### config.mk
export PLATFORM = sky130hd
export DESIGN_NAME = result_sram_reader_flat
export DESIGN_NICKNAME = d
export VERILOG_FILES = /design/src/rtl/result_sram_reader_if.sv /design/src/rtl/result_sram_reader.sv /design/src/flat_wrapper.sv
export SDC_FILE = /design/constraint.sdc
export NUM_CORES = 1
export LEC_CHECK = 0
export ABC_AREA = 1
export BUFFER_PORTS_ARGS = -buffer_cell sky130_fd_sc_hd__buf_2
export CAP_MARGIN = 20
export CELL_PAD_IN_SITES_DETAIL_PLACEMENT = 1
export CELL_PAD_IN_SITES_GLOBAL_PLACEMENT = 2
export CORE_MARGIN = 5
export CORE_UTILIZATION = 27
export CTS_BUF_LIST = sky130_fd_sc_hd__clkbuf_8
export DETAILED_ROUTE_END_ITERATION = 10
export GPL_ROUTABILITY_DRIVEN = 0
export PLACE_DENSITY_LB_ADDON = 0.08
export SYNTH_ARGS = -nofsm -noshare
export SYNTH_HDL_FRONTEND = slang
export SYNTH_SLANG_ARGS = --single-unit
### constraint.sdc
create_clock -name clk -period 6.2 [get_ports clk]
set_input_delay 0.31 -clock clk [delete_from_list [all_inputs] [get_ports clk]]
set_output_delay 0.31 -clock clk [all_outputs]
set_load 0.03 [all_outputs]
### src/rtl/result_sram_reader_if.sv
// Beat stream interface of the result SRAM reader.
// master drives valid/data/last; slave returns ready.
interface result_sram_reader_if #(
   parameter int OUT_W = 32
) ();
   logic             out_valid;
   logic             out_ready;
   logic [OUT_W-1:0] out_data;
   logic             out_last;

   modport master (
      output out_valid,
      output out_data,
      output out_last,
      input  out_ready
   );

   modport slave (
      input  out_valid,
      input  out_data,
      input  out_last,
      output out_ready
   );
endinterface

### src/rtl/result_sram_reader.sv
// Unloads result SRAM banks a, b, c as a 32-bit beat stream.
// Optional macro RESULT_RD_PREFETCH_EN prefetches the next word for a gapless stream.
module result_sram_reader #(
   parameter int ADDR_W   = 6,
   parameter int DEPTH    = 64,
   parameter int DATA_W   = 128,
   parameter int OUT_W    = 32,
   parameter int NUM_BANK = 3
) (
   input  logic                 clk,
   input  logic                 srst,
   input  logic                 start,
   output logic [ADDR_W-1:0]    sram_raddr_a,
   output logic [ADDR_W-1:0]    sram_raddr_b,
   output logic [ADDR_W-1:0]    sram_raddr_c,
   input  logic [DATA_W-1:0]    sram_rdata_a,
   input  logic [DATA_W-1:0]    sram_rdata_b,
   input  logic [DATA_W-1:0]    sram_rdata_c,
   result_sram_reader_if.master stream,
   output logic                 busy,
   output logic                 done
);

   localparam int BEATS  = DATA_W / OUT_W;
   localparam int BEAT_W = (BEATS > 1) ? $clog2(BEATS) : 1;
   localparam int BANK_W = (NUM_BANK > 1) ? $clog2(NUM_BANK) : 1;

   localparam logic [ADDR_W-1:0] ADDR_LAST = ADDR_W'(DEPTH - 1);
   localparam logic [BANK_W-1:0] BANK_LAST = BANK_W'(NUM_BANK - 1);
   localparam logic [BEAT_W-1:0] BEAT_LAST = BEAT_W'(BEATS - 1);

   typedef enum logic [2:0] {
      IDLE,
      ISSUE,
      WAIT,
      SEND,
      DONE
   } state_t;

   state_t              state;
   logic [BANK_W-1:0]   bank;
   logic [ADDR_W-1:0]   addr;
   logic [BEAT_W-1:0]   beat;
   logic [DATA_W-1:0]   shift;
   logic                fin;
   logic                valid_q;
   logic                last_q;
   logic [OUT_W-1:0]    data_q;

   logic [DATA_W-1:0]   sel_data;
   logic                cur_fin;
   logic [ADDR_W-1:0]   nxt_addr;
   logic [BANK_W-1:0]   nxt_bank;
   logic [BEAT_W-1:0]   beat_nx;
   logic                fire;

`ifdef RESULT_RD_PREFETCH_EN
   logic [DATA_W-1:0]   pend;
   logic                pend_vld;
   logic                pf_iss;
   logic                pf_rd;
`endif

   assign sram_raddr_a     = addr;
   assign sram_raddr_b     = addr;
   assign sram_raddr_c     = addr;
   assign stream.out_valid = valid_q;
   assign stream.out_data  = data_q;
   assign stream.out_last  = last_q;

   assign cur_fin  = (bank == BANK_LAST) && (addr == ADDR_LAST);
   assign nxt_addr = (addr == ADDR_LAST) ? '0 : addr + ADDR_W'(1);
   assign nxt_bank = (addr == ADDR_LAST) ? bank + BANK_W'(1) : bank;
   assign beat_nx  = beat + BEAT_W'(1);
   assign fire     = valid_q && stream.out_ready;

   // Read data mux steered by the registered bank counter.
   always_comb begin
      sel_data = sram_rdata_a;
      case (bank)
         BANK_W'(1): sel_data = sram_rdata_b;
         BANK_W'(2): sel_data = sram_rdata_c;
         default:    sel_data = sram_rdata_a;
      endcase
   end

   // Unload sequencer: address walk, word capture and beat serialisation.
   always_ff @(posedge clk) begin
      if (srst) begin
         state   <= IDLE;
         bank    <= '0;
         addr    <= '0;
         beat    <= '0;
         shift   <= '0;
         fin     <= 1'b0;
         valid_q <= 1'b0;
         last_q  <= 1'b0;
         data_q  <= '0;
         busy    <= 1'b0;
         done    <= 1'b0;
`ifdef RESULT_RD_PREFETCH_EN
         pend     <= '0;
         pend_vld <= 1'b0;
         pf_iss   <= 1'b0;
         pf_rd    <= 1'b0;
`endif
      end else begin
         done <= 1'b0;
`ifdef RESULT_RD_PREFETCH_EN
         // prefetched address is presented one cycle, data lands the next
         pf_iss <= 1'b0;
         pf_rd  <= pf_iss;
         if (pf_rd) begin
            pend     <= sel_data;
            pend_vld <= 1'b1;
         end
`endif
         case (state)
            IDLE: begin
               if (start) begin
                  state <= ISSUE;
                  busy  <= 1'b1;
                  bank  <= '0;
                  addr  <= '0;
               end
            end

            ISSUE: begin
               state <= WAIT;
            end

            WAIT: begin
               state   <= SEND;
               shift   <= sel_data;
               beat    <= '0;
               fin     <= cur_fin;
               valid_q <= 1'b1;
               data_q  <= sel_data[OUT_W-1:0];
               last_q  <= cur_fin && (BEAT_LAST == '0);
`ifdef RESULT_RD_PREFETCH_EN
               pend_vld <= 1'b0;
               pf_rd    <= 1'b0;
               if (!cur_fin) begin
                  addr   <= nxt_addr;
                  bank   <= nxt_bank;
                  pf_iss <= 1'b1;
               end
`endif
            end

            SEND: begin
               if (fire) begin
                  if (beat != BEAT_LAST) begin
                     beat   <= beat_nx;
                     data_q <= shift[OUT_W*beat_nx +: OUT_W];
                     last_q <= fin && (beat_nx == BEAT_LAST);
                  end else if (fin) begin
                     state   <= DONE;
                     valid_q <= 1'b0;
                     last_q  <= 1'b0;
                     data_q  <= '0;
                     busy    <= 1'b0;
                     done    <= 1'b1;
                  end else begin
`ifdef RESULT_RD_PREFETCH_EN
                     if (pend_vld) begin
                        // pending word is the one at bank/addr
                        shift    <= pend;
                        beat     <= '0;
                        fin      <= cur_fin;
                        data_q   <= pend[OUT_W-1:0];
                        last_q   <= cur_fin && (BEAT_LAST == '0);
                        pend_vld <= 1'b0;
                        if (!cur_fin) begin
                           addr   <= nxt_addr;
                           bank   <= nxt_bank;
                           pf_iss <= 1'b1;
                        end
                     end else begin
                        // address already issued; pick data up in WAIT
                        state   <= WAIT;
                        valid_q <= 1'b0;
                        last_q  <= 1'b0;
                        data_q  <= '0;
                     end
`else
                     state   <= ISSUE;
                     addr    <= nxt_addr;
                     bank    <= nxt_bank;
                     valid_q <= 1'b0;
                     last_q  <= 1'b0;
                     data_q  <= '0;
`endif
                  end
               end
            end

            DONE: begin
               state <= IDLE;
            end

            default: begin
               state <= IDLE;
            end
         endcase
      end
   end

endmodule

### src/flat_wrapper.sv
// flat-port wrapper written by rule: the top's interface ports become plain ports
module result_sram_reader_flat 
#(
   parameter int ADDR_W   = 6,
   parameter int DEPTH    = 64,
   parameter int DATA_W   = 128,
   parameter int OUT_W    = 32,
   parameter int NUM_BANK = 3
)
  (clk, srst, start, sram_raddr_a, sram_raddr_b, sram_raddr_c, sram_rdata_a, sram_rdata_b, sram_rdata_c, busy, done, stream_out_valid, stream_out_data, stream_out_last, stream_out_ready);
  result_sram_reader_if #(.OUT_W(OUT_W)) stream_i ();
  input  logic clk;
  input  logic srst;
  input  logic start;
  output logic [ADDR_W-1:0] sram_raddr_a;
  output logic [ADDR_W-1:0] sram_raddr_b;
  output logic [ADDR_W-1:0] sram_raddr_c;
  input  logic [DATA_W-1:0] sram_rdata_a;
  input  logic [DATA_W-1:0] sram_rdata_b;
  input  logic [DATA_W-1:0] sram_rdata_c;
  output logic busy;
  output logic done;
  output wire logic [$bits(stream_i.out_valid)-1:0] stream_out_valid;
  output wire logic [$bits(stream_i.out_data)-1:0] stream_out_data;
  output wire logic [$bits(stream_i.out_last)-1:0] stream_out_last;
  input wire logic [$bits(stream_i.out_ready)-1:0] stream_out_ready;
  assign stream_out_valid = stream_i.out_valid;
  assign stream_out_data = stream_i.out_data;
  assign stream_out_last = stream_i.out_last;
  assign stream_i.out_ready = stream_out_ready;
  result_sram_reader #(.ADDR_W(ADDR_W), .DEPTH(DEPTH), .DATA_W(DATA_W), .OUT_W(OUT_W), .NUM_BANK(NUM_BANK)) u_core (.clk(clk), .srst(srst), .start(start), .sram_raddr_a(sram_raddr_a), .sram_raddr_b(sram_raddr_b), .sram_raddr_c(sram_raddr_c), .sram_rdata_a(sram_rdata_a), .sram_rdata_b(sram_rdata_b), .sram_rdata_c(sram_rdata_c), .stream(stream_i), .busy(busy), .done(done));
endmodule
After elaboration in Yosys (flattened, before gate mapping)
Index checks and enable logic that the tools add are counted.
{"block": "word_totals", "register_bits": 178}
{"block": "op_classes", "add_sub_neg": 3, "eq_ne": 15, "n_shift": 1, "muxes": 36, "bitwise": 2, "n_reduce_logical": 14}
{"operator": "one-hot mux 128 bit (2 select lines)", "n": 1}
{"operator": "variable part select 128 x 8 -> 32 bit", "n": 1}
{"operator": "2-to-1 mux 32 bit", "n": 2}
{"operator": "one-hot mux 32 bit (2 select lines)", "n": 1}
{"operator": "2-to-1 mux 6 bit", "n": 5}
{"operator": "2-to-1 mux 2 bit", "n": 7}
{"operator": "2-to-1 mux 3 bit", "n": 4}
{"operator": "one-hot mux 3 bit (4 select lines)", "n": 1}
{"operator": "one-hot mux 6 bit (2 select lines)", "n": 1}
{"operator": "AND reduction 5 bit", "n": 2}
{"operator": "2-to-1 mux 1 bit", "n": 9}
{"operator": "AND reduction 3 bit", "n": 3}
{"operator": "!= test 2 x 1 -> 1 bit (second input constant)", "n": 4}
{"operator": "!= test 2 bit (second input constant)", "n": 4}
{"operator": "one-hot mux 2 bit (2 select lines)", "n": 2}
{"operator": "adder 6 x 1 -> 6 bit (second input constant)", "n": 1}
{"operator": "== test 3 x 2 -> 1 bit (second input constant)", "n": 2}
{"operator": "== test 6 bit (second input constant)", "n": 1}
{"operator": "one-hot mux 1 bit (2 select lines)", "n": 3}
{"operator": "AND reduction 6 bit", "n": 1}
{"operator": "adder 2 x 1 -> 2 bit (second input constant)", "n": 2}
{"operator": "== test 2 bit (second input constant)", "n": 2}
{"operator": "nonzero test 2 bit", "n": 2}
{"operator": "OR reduction 4 bit", "n": 1}
{"operator": "other kinds (6)", "n": 9}

Logic depth before layout (Yosys ltp)
{"block": "depth", "ltp_word": 6, "depth_mapped": 12, "mapped_depth_nobuf": 9}

Least setup slack after synthesis
No wires, ideal clock.
{"block": "synth_path", "kind": "register to register", "from": "reg u_core.beat[0]", "to": "reg u_core.data_q[0] (netlist: u_core.stream.out_data[0])", "setup_ns": 0.134, "arrival_time_ns": 1.942, "required_ns": 6.066, "slack_ns": 4.124, "stages_incl_launch_ff": 13, "n_path_buf": 4, "synth_period_minus_slack_ns": 2.076, "cell_sequence": "dfxtp_1 > inv_2 > clkbuf_1 > clkbuf_1 > ha_1 > buf_2 > inv_1 > buf_1 > nor2_1 > o21ai_0 > nand2_1 > nand2_1 > a31oi_1"}
{"block": "synth_via", "elab_chain_cells": 5, "word_cells_on_any_way": 6, "classes_between": "add/sub (1); eq/ne (1); shift (1); mux (3)"}
{"item": "start: declaration", "line": "result_sram_reader.sv:43", "source": "logic [BEAT_W-1:0] beat;"}
{"item": "start signal: assignment", "line": "result_sram_reader.sv:154", "source": "beat <= beat_nx;"}
{"item": "adder 2 x 1 -> 2 bit", "line": "result_sram_reader.sv:74", "source": "assign beat_nx = beat + BEAT_W'(1);"}
{"item": "variable part select 128 x 8 -> 32 bit", "line": "result_sram_reader.sv:155", "source": "data_q <= shift[OUT_W*beat_nx +: OUT_W];"}
{"item": "2-to-1 mux 32 bit (*)", "line": "result_sram_reader.sv:153", "source": "if (beat != BEAT_LAST) begin"}
{"item": "2-to-1 mux 32 bit (*)", "line": "result_sram_reader.sv:152", "source": "if (fire) begin"}
{"item": "one-hot mux 32 bit (2 select lines) (*)", "line": "result_sram_reader.sv:118", "source": "case (state)"}
{"item": "end signal: assignment", "line": "result_sram_reader.sv:138", "source": "data_q <= sel_data[OUT_W-1:0];"}
{"item": "end signal: assignment", "line": "result_sram_reader.sv:155"}
{"item": "end: declaration", "line": "result_sram_reader.sv:48", "source": "logic [OUT_W-1:0] data_q;"}
Every way passes the cells marked *; elsewhere a longest branch is shown, timed or not. The select of a mux whose other input is x is not followed.
A chain may end at the register's enable or synchronous reset.

Worst setup path in the final report
{"block": "layout_path", "from": "reg u_core.beat[0]", "to": "reg u_core.data_q[7] (netlist: u_core.stream.out_data[7])"}
The elaborated chain is that of the path after synthesis.

==> results.ini <==
[status]
status = finished clean

[power]
leakage_nw = 5.468
ir_drop_mv = 0.2894
p_sw_mw = 2.325
seq_power_share_pct = 33.3
p_int_mw = 2.461
p_per_area_nw_per_um2 = 378.6
swShare_pct = 48.58
combPwrFrac_pct = 50.1
p_total_mw = 4.787
clkPwrFrac_pct = 16.6

[floorplanning]
core-area_um2 = 36700
num_rows = 70
pin_count = 442
die_w_um = 203.0
die-area_um2 = 41220
die_height_um = 203.0
start_util_pct = 27.41

[synthesis]
synth.most_common_cell = nand2_1
ys.flop_type = dfxtp_1
ys_seq_area_share_pct = 35.42
synth_top_area_share_pct = 35.42
synthCells = 1477
synth_edf_count = 0
ys_warn_count = 0
synth_area_um2 = 10060
synth_async_sr_flop_share_pct = 0
ys_top_cells_by_area = dfxtp_1 35%, o21ai_0 12%, a21oi_1 12%, nand2_1 9.9%, a22o_1 8.4%
yosys.area.top_type = dfxtp_1
synth_nets = 1870
synth-seq-cells = 178
avgSynthCellArea_um2 = 6.811
ys_top_cells_by_count = 266 x nand2_1, 239 x o21ai_0, 235 x a21oi_1
synth.distinct_cells = 29

[route]
firstDrtPassIters = 7
vias = 11930
wirelength_um = 50400
viasPerCell = 5.231
drc = 0
wl_per_cell_um = 22.11
first_iter_violations = 717
ant_nets = 0

[clock_tree]
htreeDepth = 4
ctsHoldBuffers = 0
post_cts_resized = 0
cts-root-buf = clkbuf_8
clk_pin_slew_ns = 0.11
clock-sinks = 178
clk_latency_ns = 0.48
post_cts.repair.setup_buffers = 0
cts_buffers = 17
clock_path_buffers = 2
tritoncts = built

[timing]
grt_setup_unrepaired = no
fmax_ghz = 0.2706
max_slew_margin_pct = 28.47
hold_viol = 0
post-route-period-util_pct = 59.60
slew_violations = 0
tns_ns = 0
setup_ws_ns = 2.505
skew_ns = 0.01670
fin_crit_ns = 3.695
tightest_slew_ns = 1.071
setup_viol = 0

[hold_path]
hold_class = in -> reg
min_delay_path_depth = 3
hp-start = sram_rdata_a[48]
hold_end = u_core.shift[48]

[critical_path]
r2r_cells = 11
cp.required_ns = 6.61
path_class = reg -> reg
critPathMaxFanout = 67
r2r-start = u_core.beat[0]
r2r_end = u_core.stream.out_data[7]
ff2ff_setup_slack_ns = 2.50
crit_arrival_ns = 4.11
crit_path_start = u_core.beat[0]
endpoint_kind = register
startpoint_type = register

[placed_design]
io_buffers = 441
dp_hpwl_um = 37330
placed_area_um2 = 12270
place_ws_ns = 2.520

[grt]
grt_overflow_total = 0
grt_pass1_wl_um = 75050
grt_pass1_vias = 12180
antenna_found_initial = 10
grtUsageTotal_pct = 23.32
grt_max_degree = 123

[final_layout]
drive_above_1_share_pct = 27.60
post-route-cell-area_um2 = 12640
area_growth_pct = 25.67
final_nets = 2189

[run]
maxCapViolCount = 0

==> through the flow <==
stage	std cells	util (%)	hold WS [ns]
finish	2280	34.45	0.1114
global route	2278	34.44	0.08739
CTS	2276	34.42	0.07583
floorplan	1477	-	0.4595
global placement	2244	33.37	0.4516
detailed placement	2245	33.44	0.4696
==> cells by family after synthesis <==
kind of cell,share of synthesized area [%]
AO/OA/AOI/OAI,37.66
adder cells (fa/ha/maj),0.6219
buffers and inverters,8.060
flip-flops,35.42
AND/OR/NAND/NOR,18.23
==> placed cells by master, fill, tap and decap left out, types with 3 or more instances in the layout <==
cell	instances
inv_6	4
nand3_1	45
a22o_1	96
a31oi_1	33
nor2_1	142
clkinvlp_4	3
nand2_1	266
a21oi_1	235
buf_2	441
o211ai_1	32
dfxtp_1	177
o21ai_0	239
o21ai_1	21
clkinv_2	5
diode_2	4
clkbuf_8	18
ha_1	3
buf_4	12
inv_1	15
==> metal layers <==
metal	up-vias	global-route usage, %	routed length [um]	share of wire [%]
met5	-	0	57	0.11
met4	14	3.927	609	1.2
met3	37	5.111	3090	6.1
met2	339	36.89	22660	45
met1	5715	33.20	23980	48
li1	5822	-	-	-
==> registers in the layout (all words and copies together) (netlist names) <==
signal and cells:
u_core.bank 2, u_core.beat 2, u_core.busy 1, u_core.done 1
u_core.fin 1, u_core.shift 128, u_core.sram_raddr_a 6, u_core.state 3
u_core.stream.out_data 32, u_core.stream.out_last 1, u_core.stream.out_valid 1
==> worst max path at each step <==
stage | end | slack (ns) | cells after the start
final | u_core.stream.out_data[7] | 2.50 | 11
after floorplan | u_core.stream.out_data[0] | 4.12 | 12
after global routing | u_core.stream.out_data[25] | 2.15 | 11
after detailed placement | u_core.stream.out_data[3] | 2.52 | 11
after CTS | u_core.stream.out_data[3] | 2.50 | 11
after global placement | u_core.stream.out_data[14] | 2.48 | 10
==> cell type report <==
class	count	area (um2)
flip-flops and latches	178	3565
well taps	468	585.6
diodes	4	10.01
clock buffers	18	247.7
clock inverters	13	111.4
multi-input cells	1126	5718
repair buffers	454	2325
inverters	19	80.08
fillers	4788	24060
==> power by group through the flow <==
| stage | Combinational, mW | Clock (mW) | Sequential, mW |
|---|---|---|---|
| floorplan | 1.59 | 0 | 1.61 |
| global placement | 2.42 | 0 | 1.61 |
| detailed placement | 2.41 | 0 | 1.61 |
| CTS | 2.43 | 0.828 | 1.59 |
| global route | 2.66 | 0.864 | 1.61 |
| finish | 2.40 | 0.796 | 1.59 |
==> worst max-delay path: stages (launching register included) <==
cell	delay, ns
dfxtp_2	0.32
buf_4	0.54
inv_2	0.62
ha_1	0.50
buf_4	0.32
inv_1	0.44
buf_16	0.30
nor2_1	0.12
o21ai_0	0.10
nand2_1	0.11
nand2_1	0.07
a31oi_1	0.14
Power figures use the tool's default switching activity.
